`src/rtl/uart_tx_arbiter.sv`:
```
// uart_tx_arbiter: packet-atomic round-robin arbiter sharing one UART transmit stream between packet sources
package uart_tx_arbiter_pkg;
  typedef struct packed {
    logic [7:0] Source;
    logic [7:0] Destination;
    logic [7:0] Length;
    logic [7:0] Data;
    logic       SoP;
    logic       EoP;
    logic       Valid;
  } UART_PACKET;
endpackage

module uart_tx_arbiter
  import uart_tx_arbiter_pkg::*;
#(
  parameter int N_SOURCES = 3,
  parameter int TIMEOUT   = 65535
) (
  input  logic                         ipClk,
  input  logic                         ipReset,
  input  UART_PACKET                   ipStream [N_SOURCES],
  output logic [N_SOURCES-1:0]         opReady,
  output UART_PACKET                   opTxStream,
  input  logic                         ipTxReady,
  output logic [$clog2(N_SOURCES)-1:0] opGrant,
  output logic                         opLengthError,
  output logic                         opTimeout,
  output logic [15:0]                  opDropCount
);
  localparam int GW = $clog2(N_SOURCES);
  typedef enum logic [1:0] {IDLE, PASS, FLUSH} state_t;
  state_t state, next_state;
  UART_PACKET cur, load;
  logic [N_SOURCES-1:0] orphan, ready;
  logic [GW-1:0] win;
  logic found, sop_any, pass_acc, flush_acc, len_bad;
  logic [8:0] beat_cnt, exp_cnt;
  logic [15:0] stall_cnt, drop_next;
  logic [16:0] drop_sum;
  function automatic logic [GW-1:0] rr_idx(input logic [GW-1:0] g, input int k);
    return GW'((int'(g) + k) % N_SOURCES);
  endfunction
  always_comb begin
    found = 1'b0;
    win = opGrant;
    sop_any = 1'b0;
    orphan = '0;
    drop_sum = {1'b0, opDropCount};
    for (int k = 1; k <= N_SOURCES; k++)
      if (!found && ipStream[rr_idx(opGrant, k)].Valid && ipStream[rr_idx(opGrant, k)].SoP) begin
        found = 1'b1;
        win = rr_idx(opGrant, k);
      end
    for (int i = 0; i < N_SOURCES; i++) begin
      sop_any = sop_any | (ipStream[i].Valid & ipStream[i].SoP);
      orphan[i] = state == IDLE && ipStream[i].Valid && !ipStream[i].SoP;
      drop_sum = drop_sum + 17'(orphan[i]);
    end
    drop_next = drop_sum[16] ? 16'hFFFF : drop_sum[15:0];
    cur = ipStream[opGrant];
    load = cur;
    load.Valid = 1'b1;
    pass_acc = state == PASS && cur.Valid && (!opTxStream.Valid || ipTxReady);
    flush_acc = state == FLUSH && cur.Valid && !sop_any;
    exp_cnt = cur.Length == 8'd0 ? 9'd256 : {1'b0, cur.Length};
    len_bad = beat_cnt + 9'd1 != exp_cnt;
    ready = orphan;
    if (state == PASS) ready[opGrant] = !opTxStream.Valid || ipTxReady;
    if (state == FLUSH) ready[opGrant] = !sop_any;
    next_state = state == IDLE ? (found ? PASS : IDLE)
               : state == PASS ? (pass_acc && cur.EoP ? IDLE
                                 : !pass_acc && stall_cnt == 16'(TIMEOUT - 1) ? FLUSH : PASS)
               : (sop_any || (flush_acc && cur.EoP)) ? IDLE : FLUSH;
  end
  assign opReady = ipReset ? ready : '0;
  always_ff @(posedge ipClk or negedge ipReset)
    if (!ipReset) state <= IDLE;
    else state <= next_state;
  always_ff @(posedge ipClk or negedge ipReset)
    if (!ipReset) begin
      opTxStream <= '0;
      opGrant <= GW'(N_SOURCES - 1);
      opLengthError <= 1'b0;
      opTimeout <= 1'b0;
      opDropCount <= '0;
      beat_cnt <= '0;
      stall_cnt <= '0;
    end else begin
      opLengthError <= pass_acc && cur.EoP && len_bad;
      opTimeout <= state == PASS && next_state == FLUSH;
      opDropCount <= drop_next;
      if (pass_acc) opTxStream <= load;
      else if (ipTxReady) opTxStream.Valid <= 1'b0;
      if (state == IDLE && found) begin
        opGrant <= win;
        beat_cnt <= '0;
        stall_cnt <= '0;
      end else if (pass_acc) begin
        beat_cnt <= beat_cnt + 9'd1;
        stall_cnt <= '0;
      end else if (state == PASS) stall_cnt <= stall_cnt + 16'd1;
    end
endmodule

```
`config.mk`:
```
export PLATFORM = sky130hd
export DESIGN_NAME = uart_tx_arbiter
export DESIGN_NICKNAME = d
export VERILOG_FILES = /design/src/rtl/uart_tx_arbiter.sv
export SDC_FILE = /design/constraint.sdc
export NUM_CORES = 1
export LEC_CHECK = 0
export ABC_AREA = 1
export CAP_MARGIN = 10
export CORE_MARGIN = 2
export CORE_UTILIZATION = 51
export DETAILED_ROUTE_END_ITERATION = 8
export PLACE_DENSITY = 0.89
export SLEW_MARGIN = 5
export SYNTH_ARGS = -nofsm -noshare
export SYNTH_HDL_FRONTEND = slang
export SYNTH_SLANG_ARGS = --single-unit
```
`constraint.sdc`:
```
create_clock -name ipClk -period 7.6 [get_ports ipClk]
set_input_delay 1.14 -clock ipClk [delete_from_list [all_inputs] [get_ports ipClk]]
set_output_delay 1.14 -clock ipClk [all_outputs]
set_load 0.05 [all_outputs]
```
# After elaboration in Yosys (flattened, before gate mapping)
# Cells that the tools add are included.
# totals
out_inout_bits	58
word_cells	124
regBits	82
inputBits	108
# classes
n_eq_ne	5
n_reduce_logical	39
order_cmp	6
addsub	8
div	3
n_mux	40
bitwise	9
# ops
op	n
binary-select mux 35 bit (select 2 bit)	4
modulo 32 x 3 -> 32 bit (second input constant)	3
two-way mux 35 bit	2
two-way mux 16 bit	4
adder 17 x 1 -> 17 bit	2
two-way mux 3 bit	9
two-way mux 9 bit	3
logical AND 1 bit	22
adder 16 x 1 -> 17 bit	1
adder 16 x 1 -> 16 bit (second input constant)	1
equality test 16 bit (second input constant)	1
two-way mux 2 bit	8
greater-or-equal comparator 3 bit (second input constant)	4
NOT 2 -> 3 bit	4
adder 9 x 1 -> 9 bit (second input constant)	1
inequality test 9 bit	1
logical NOT 1 bit	8
logical NOT 8 bit	1
two-way mux 1 bit	7
adder 2 x 2 -> 3 bit (second input constant)	2
bitwise mux 3 bit	2
nonzero test 3 bit	2
equality test 2 bit (second input constant)	2
nonzero test 2 bit	2
other kinds (10)	14

# Logic depth before layout (Yosys ltp)
# logic_depth
ltp_word	20
mapped_depth	16
ltp_nobuf	16

# Worst setup path after synthesis
# No wires, ideal clock.
# synth_timing
path_kind	reg2out
startpoint	reg opGrant[0]
endpoint	out opReady[2]
stages_incl_launch_ff	9
arrival_time_ns	2.852
n_path_buf	4
setup_slack_ns	3.608
cell_sequence	dfrtp_1 buf_4 inv_2 buf_6 buf_4 clkbuf_1 ha_1 a21oi_1 a211oi_1
# synth_via
elab_chain_len	9
# synth_rtl
item	line_no	rtl
start, declared	26	output logic [$clog2(N_SOURCES)-1:0] opGrant,
start signal, assigned	83	opGrant <= GW'(N_SOURCES - 1);
start signal, assigned	96	opGrant <= win;
< comparator 2 x 3 -> 1 bit (implied by the code) / greater-or-equal comparator 2 x 1 -> 1 bit (equally long branches)	69, 70	
logical AND 1 bit (implied by the code)	69, 70	
two-way mux 1 bit (implied by the code)	69, 70	
demux 1 bit (select 2 bit) *	69, 70	
bitwise mux 3 bit	69	if (state == PASS) ready[opGrant] = !opTxStream.Valid || ipTxReady;
two-way mux 3 bit	69	
bitwise mux 3 bit	70	if (state == FLUSH) ready[opGrant] = !sop_any;
two-way mux 3 bit *	70	
two-way mux 3 bit *	76	assign opReady = ipReset ? ready : '0;
end, declared	23	output logic [N_SOURCES-1:0] opReady,
# Every way passes the cells marked *; elsewhere a longest branch is shown, timed or not.

# Worst setup path after layout
# layout_timing
startpoint	in ipTxReady
endpoint	out opReady[2]
# layout_via
elab_chain_len	6
# layout_rtl
item	line_no	rtl
start, declared	25	input logic ipTxReady,
logical OR 1 bit *	69	
bitwise mux 3 bit *	69	
two-way mux 3 bit *	69	
bitwise mux 3 bit	70	
two-way mux 3 bit *	70	
two-way mux 3 bit *	76	
# Marks and branches as above.

==> results.py <==
metrics = {
    "critical_path": {
        "cp_max_fo": 3,
        "crit_type": "primary input to output pin",
        "end_kind": "output pin",
        "worstSetupStartpointType": "primary input",
        "worstPathRequired_ps": 6460,
        "crit_arrival_ps": 3240,
    },
    "cts": {
        "worst_skew_pair.late_latency_ps": 360,
        "ctsResizeCount": 0,
        "htree_levels": 3,
        "cts-buffers-inserted": 9,
        "clk_pin_slew_ps": 90,
        "cts-root-buf": "clkbuf_8",
        "clk_path_buf_depth": 2,
        "post_cts_buffers": 0,
        "hold_buffers": 0,
        "cts_sinks": 82,
        "cts_tree": "yes",
    },
    "drt": {
        "ant_nets": 0,
        "vias_per_cell": 5.14,
        "vias": 5274,
        "wl_mm": 14.5,
        "drt-pass1-iter-count": 7,
        "drcViolationCount": 0,
        "drt-initial-drc-count": 377,
        "post_drt_wl_per_cell_um": 14.1,
    },
    "floorplanning": {
        "row_count": 36,
        "die_w_um": 104,
        "die-area_sq_um": 10800,
        "coreArea_sq_um": 9730,
        "ios": 166,
        "die_h_um": 104,
        "initial_core_util_pct": 52.4,
    },
    "place": {
        "dpl.hpwl_mm": 10.4,
        "place.port_buffers": 165,
        "routabilityCongestion": 0.945,
        "post-place-cells": 1010,
    },
    "timing": {
        "worst_pin_slew_ps": 752,
        "setup_viol": 0,
        "fmax_mhz": 228,
        "period_share_pct": 57.6,
        "whs_ps": 486,
        "period_needed_ps": 4380,
        "setup_tns_ps": 0,
        "fin_worst_skew_ps": 11.9,
        "maxSlewHeadroom_pct": 49.8,
        "hold_violations": 0,
        "rsz0062_at_grt": "no",
        "drv_slew": 0,
    },
    "status": {
        "status": "completed",
    },
    "power_and_ir_drop": {
        "vdd_drop_max_uv": 307,
        "swShare_pct": 51.4,
        "p_int_w": 0.00128,
        "pwr-share-clk_pct": 13.6,
        "power_frac_seq_pct": 26.2,
        "p_leak_nw": 3.31,
        "p_sw_w": 0.00135,
        "power_frac_comb_pct": 60.2,
        "power_density_nw_per_um2": 377,
    },
    "synthesis": {
        "yosys.area_share.simple_pct": 33.3,
        "muxShareOfSynthArea_pct": 0,
        "synth_xor_area_share_pct": 1.89,
        "synth_seq_cells": 82,
        "postSynthCellCount": 737,
        "synth_edf_count": 0,
        "synthArstFlopShare_pct": 100,
        "syn_avg_cell_area_sq_um": 6.91,
        "synth_compound_area_share_pct": 11.0,
        "synth_top_family_by_area": "simple AND/OR/NAND/NOR gates",
        "syn_area_sq_um": 5100,
        "synthAdderAreaFrac_pct": 3.24,
        "yosysSeqAreaShare_pct": 40.3,
        "yosys_warnings": 0,
        "synth_cell_types": 35,
        "yosys_most_used_dff": "dfrtp_1",
        "synth_nets": 857,
    },
    "final_layout": {
        "final_cell_mix": "nand2_1 (196), clkdlybuf4s50_1 (164), nor2_1 (130), inv_1 (89), dfrtp_1 (81)",
        "fin_cells": 1026,
        "syn2layout_area_growth_pct": 37.0,
        "drive_above_1_share_pct": 4.14,
        "num_antenna_cells": 0,
        "nets": 1008,
        "final_common_cell": "nand2_1",
        "n_fill_cell": 762,
    },
    "global_routing": {
        "grt_start_max_net_pins": 62,
        "grt_pass1_wl_mm": 24.2,
        "track_usage_pct": 27.3,
        "antenna_found_initial": 0,
        "overflow": 0,
        "grt_pass1_vias": 5097,
    },
    "run": {
        "maxCapViolations": 0,
    },
    "worst_hold_path": {
        "hp-class": "register to register",
    },
}
## path summary, 6_finish.rpt
kind | endpoint | start | slack [ps] | cells after the start
worst max-delay path | opReady[2] | ipTxReady | 3220 | 7
worst min-delay path | opTxStream[17] | opTxStream[17] | 490 | 2
worst max register to register | opDropCount[6] | state[0] | 4220 | 14
worst min register to register | opTxStream[17] | opTxStream[17] | 490 | 2
max in group asynchronous | opTxStream[1] | ipReset | 5870 | 2
min in group asynchronous | opTxStream[10] | ipReset | 730 | 1
## flip-flops by register name, summed over array words and instances, names as in the netlist
register       flops
beat_cnt           9
opDropCount       16
opGrant            2
opLengthError      1
opTimeout          1
opTxStream        35
stall_cnt         16
state              2
## metal layers
metal | global-route usage (%) | vias up | share of wire [%]
met5 | 0 | - | 0
met4 | 9.65 | 0 | 2.6
met3 | 5.39 | 32 | 6.1
met2 | 47.7 | 178 | 50
met1 | 33.5 | 2419 | 42
li1 | - | 2645 | -
## Yosys cell counts (5+ instances only)
cell type	count	area, sq um
nor3_1	16	80.1
inv_1	89	334
nand4_1	12	75.1
clkbuf_1	6	22.5
nand2_1	196	736
nor2_1	130	488
dfrtp_1	81	2030
a21oi_1	9	45.0
o21ai_0	50	250
or2_2	5	31.3
buf_6	6	67.6
a31oi_1	28	175
nand3_1	44	220
xor2_1	9	78.8
buf_2	10	50.1
ha_1	10	125
## power by group through the flow
stage	clock network (W)	registers [W]	logic, W
after detailed placement	0	0.000695	0.00158
final	0.000358	0.000689	0.00158
after CTS	0.000364	0.000687	0.00158
after floorplan	0	0.00105	0.000764
after global routing	0.000376	0.000707	0.00173
after global placement	0	0.000691	0.00155
## critical path, stage by stage
cell	delay [ps]
clkdlybuf4s50_1	490
nor2_1	60
nor2_1	210
or2_2	190
a21oi_1	60
a211oi_1	230
clkdlybuf4s50_1	860
## cell families after synthesis
family,count (synthesis)
simple gates,412
buf+inv,121
compound gates,99
flops,82
fa+ha+maj,12
xor+xnor,11
## area by class of cell
cell class / count / area, sq um / area share, %
inverters: 94 / 358 / 5.12
clock buffers: 10 / 138 / 1.97
multi-input cells: 534 / 2510 / 36.0
flip-flops and latches: 82 / 2050 / 29.4
clock inverters: 6 / 88.8 / 1.27
repair buffers: 167 / 1660 / 23.8
well taps: 133 / 166 / 2.38
## through the flow
| step | power (W) | util, % | instance area [sq um] | setup WS [ps] |
|---|---|---|---|---|
| 3_3_place_gp | 0.00224 | 69.4 | 6760 | 3260 |
| 3_5_place_dp | 0.00227 | 69.4 | 6760 | 3210 |
| 4_1_cts | 0.00263 | 71.8 | 6980 | 3210 |
| 6_report | 0.00263 | 71.8 | 6980 | 3220 |
| 5_1_grt | 0.00281 | 71.8 | 6980 | 3110 |
| 2_1_floorplan | 0.00182 | - | 5100 | 3610 |
No activity file was read; power rests on OpenSTA's default activity.
==> edit, RTL diff (config.mk and constraints unchanged) <==
Register the output `opLengthError` once more, with the module's reset; this adds one clock of latency there. The other outputs are not delayed to match.
--- a/src/rtl/uart_tx_arbiter.sv
+++ b/src/rtl/uart_tx_arbiter.sv
@@ -32,2 +32,4 @@
   typedef enum logic [1:0] {IDLE, PASS, FLUSH} state_t;
+
+  logic opLengthError_s0;
   state_t state, next_state;
@@ -83,3 +85,3 @@
       opGrant <= GW'(N_SOURCES - 1);
-      opLengthError <= 1'b0;
+      opLengthError_s0 <= 1'b0;
       opTimeout <= 1'b0;
@@ -89,3 +91,3 @@
     end else begin
-      opLengthError <= pass_acc && cur.EoP && len_bad;
+      opLengthError_s0 <= pass_acc && cur.EoP && len_bad;
       opTimeout <= state == PASS && next_state == FLUSH;
@@ -103,2 +105,10 @@
     end
+  always_ff @(posedge ipClk or negedge ipReset) begin
+    if (!ipReset) begin
+      opLengthError <= '0;
+    end else begin
+      opLengthError <= opLengthError_s0;
+    end
+  end
+
 endmodule
Function: changed (Yosys sat finds a counterexample within 4 cycles, from zero or initial values and one cycle with ipReset low).
==> edit against the original RTL <==
Area after synthesis grew 2.3%. Non-clock buffer count is the same. Critical path depth is the same. Sequential power grew 3%. Final cell count grew 1.8%. Highest routed layer unchanged. Sequential cell count grew 1. Design area grew 1.5%. Sequential share of layout area shrank 0.083 points. Global-route usage grew 0.25 points. Wire length grew 1.5%. Worst setup slack gained 0.036 ns. Total power grew 1.6%. Fmax grew 0.83%.
==> edit: results (changes against the original RTL) <==
Global routing
  • First-pass GRT wire length: 24,700 um (+2.1%)
  • Vias in the first global route: 5,036 (-1.2%)
  • GRT Total Usage: 0.275 (+0.00252)
  • Largest net degree at the start of global routing: 78 (+26%)

Worst hold path
  • HP Start: opLengthError_s0
  • Hold Path Cell Cnt: 0 (-2)
  • WHS Endpoint: opLengthError

Synthesis
  • Compound-Gate Fraction of Synth Area: 0.111 (+0.00110)
  • Post-Syn Nets: 877 (+2.3%)
  • Distinct cells, synth: 41 (+17%)
  • Top post-synthesis cells by area: dfrtp_1 (39%), nand2_1 (15%), nor2_1 (9.5%), inv_1 (6.4%), nand3_1 (5.4%)
  • Sequential cell area fraction in the yosys report: 0.399 (-0.00438)
  • Adder-cell share of the synthesized area: 0.0317 (-0.000739)

Worst setup path
  • Worst R2R Path Depth: 16 (+2)
  • R2r endpoint: opDropCount[2]

Detailed routing
  • Detailed-route wire length per cell: 14.1 um (-0.29%)
  • Routed via count: 5,349 (+1.4%)
  • Initial DRC Count: 443 (+18%)

Timing
  • Relative slew slack: 0.320 (-0.178)

Placement
  • Post-detail-place hpwl: 10,600 um (+1.9%)
  • Pre-CTS setup slack: 3.24 ns (+0.0254 ns)
  • Total placed cells including tap cells: 1,028 (+1.8%)

Pwr
  • Peak supply drop: 0.201 mV (-34%)
  • Sw Ratio: 0.524 (+0.00978)
  • Lkg Pwr: 3.33 nW (+0.81%)

Layout
  • Filler cell count: 804 (+5.5%)
  • Fraction of layout instances using a drive strength above 1: 0.0472 (+0.00577)

Outcome
  • Status: completed
edit: changes by cell type in the layout (fill, tap and decap cells not counted), sizes merged, moves of 3 or more:
cell,delta
nor3,-4
nand3,+12
nand2,+5
a31oi,-3
nor2,+3
a21oi,+3
edit: final cells by class:
| type | count | area, um2 | area share |
|---|---|---|---|
| sequential | 83 | 2080 | 0.293 |
| inverter | 93 | 349 | 0.0492 |
| multi-input combinational | 552 | 2620 | 0.370 |
| tap | 133 | 166 | 0.0235 |
| clock buffer | 10 | 138 | 0.0194 |
| timing repair buffer | 167 | 1660 | 0.235 |
| clock inverter | 6 | 71.3 | 0.0101 |
edit: worst max path at each step:
stage	slack, ns	cells past startpoint	from	endpoint
after floorplan	3.63	8	opGrant[0]	opReady[2]
after global placement	3.27	16	ipStream[70]	opDropCount[2]
after detailed placement	3.24	16	ipStream[70]	opDropCount[2]
after CTS	3.24	7	ipTxReady	opReady[2]
after global routing	3.14	7	ipTxReady	opReady[1]
final	3.26	7	ipTxReady	opReady[1]
edit: power by group through the flow:
stage,sequential (mW),clock (mW),combinational (mW)
floorplan,1.06,0,0.800
global placement,0.710,0,1.59
detailed placement,0.714,0,1.62
CTS,0.706,0.344,1.62
global route,0.727,0.363,1.78
finish,0.707,0.340,1.62
edit: stage by stage:
step | hold slack, ns | area [um2] | utilization
floorplan | 0.331 | 5220 | -
global placement | 0.336 | 6880 | 0.697
detailed placement | 0.338 | 6880 | 0.697
CTS | 0.359 | 7090 | 0.719
global route | 0.364 | 7090 | 0.719
finish | 0.359 | 7090 | 0.719
edit: metal layers:
layer  global-route usage  up-vias  part of all wire  wire (um)
met1                0.358     2442              0.44       6490
met5                    0        -                 0          0
met4               0.0648        0             0.013        191
met3               0.0512       16             0.068       1000
met2                0.476      190              0.48       7030
li1                     -     2701                 -          -
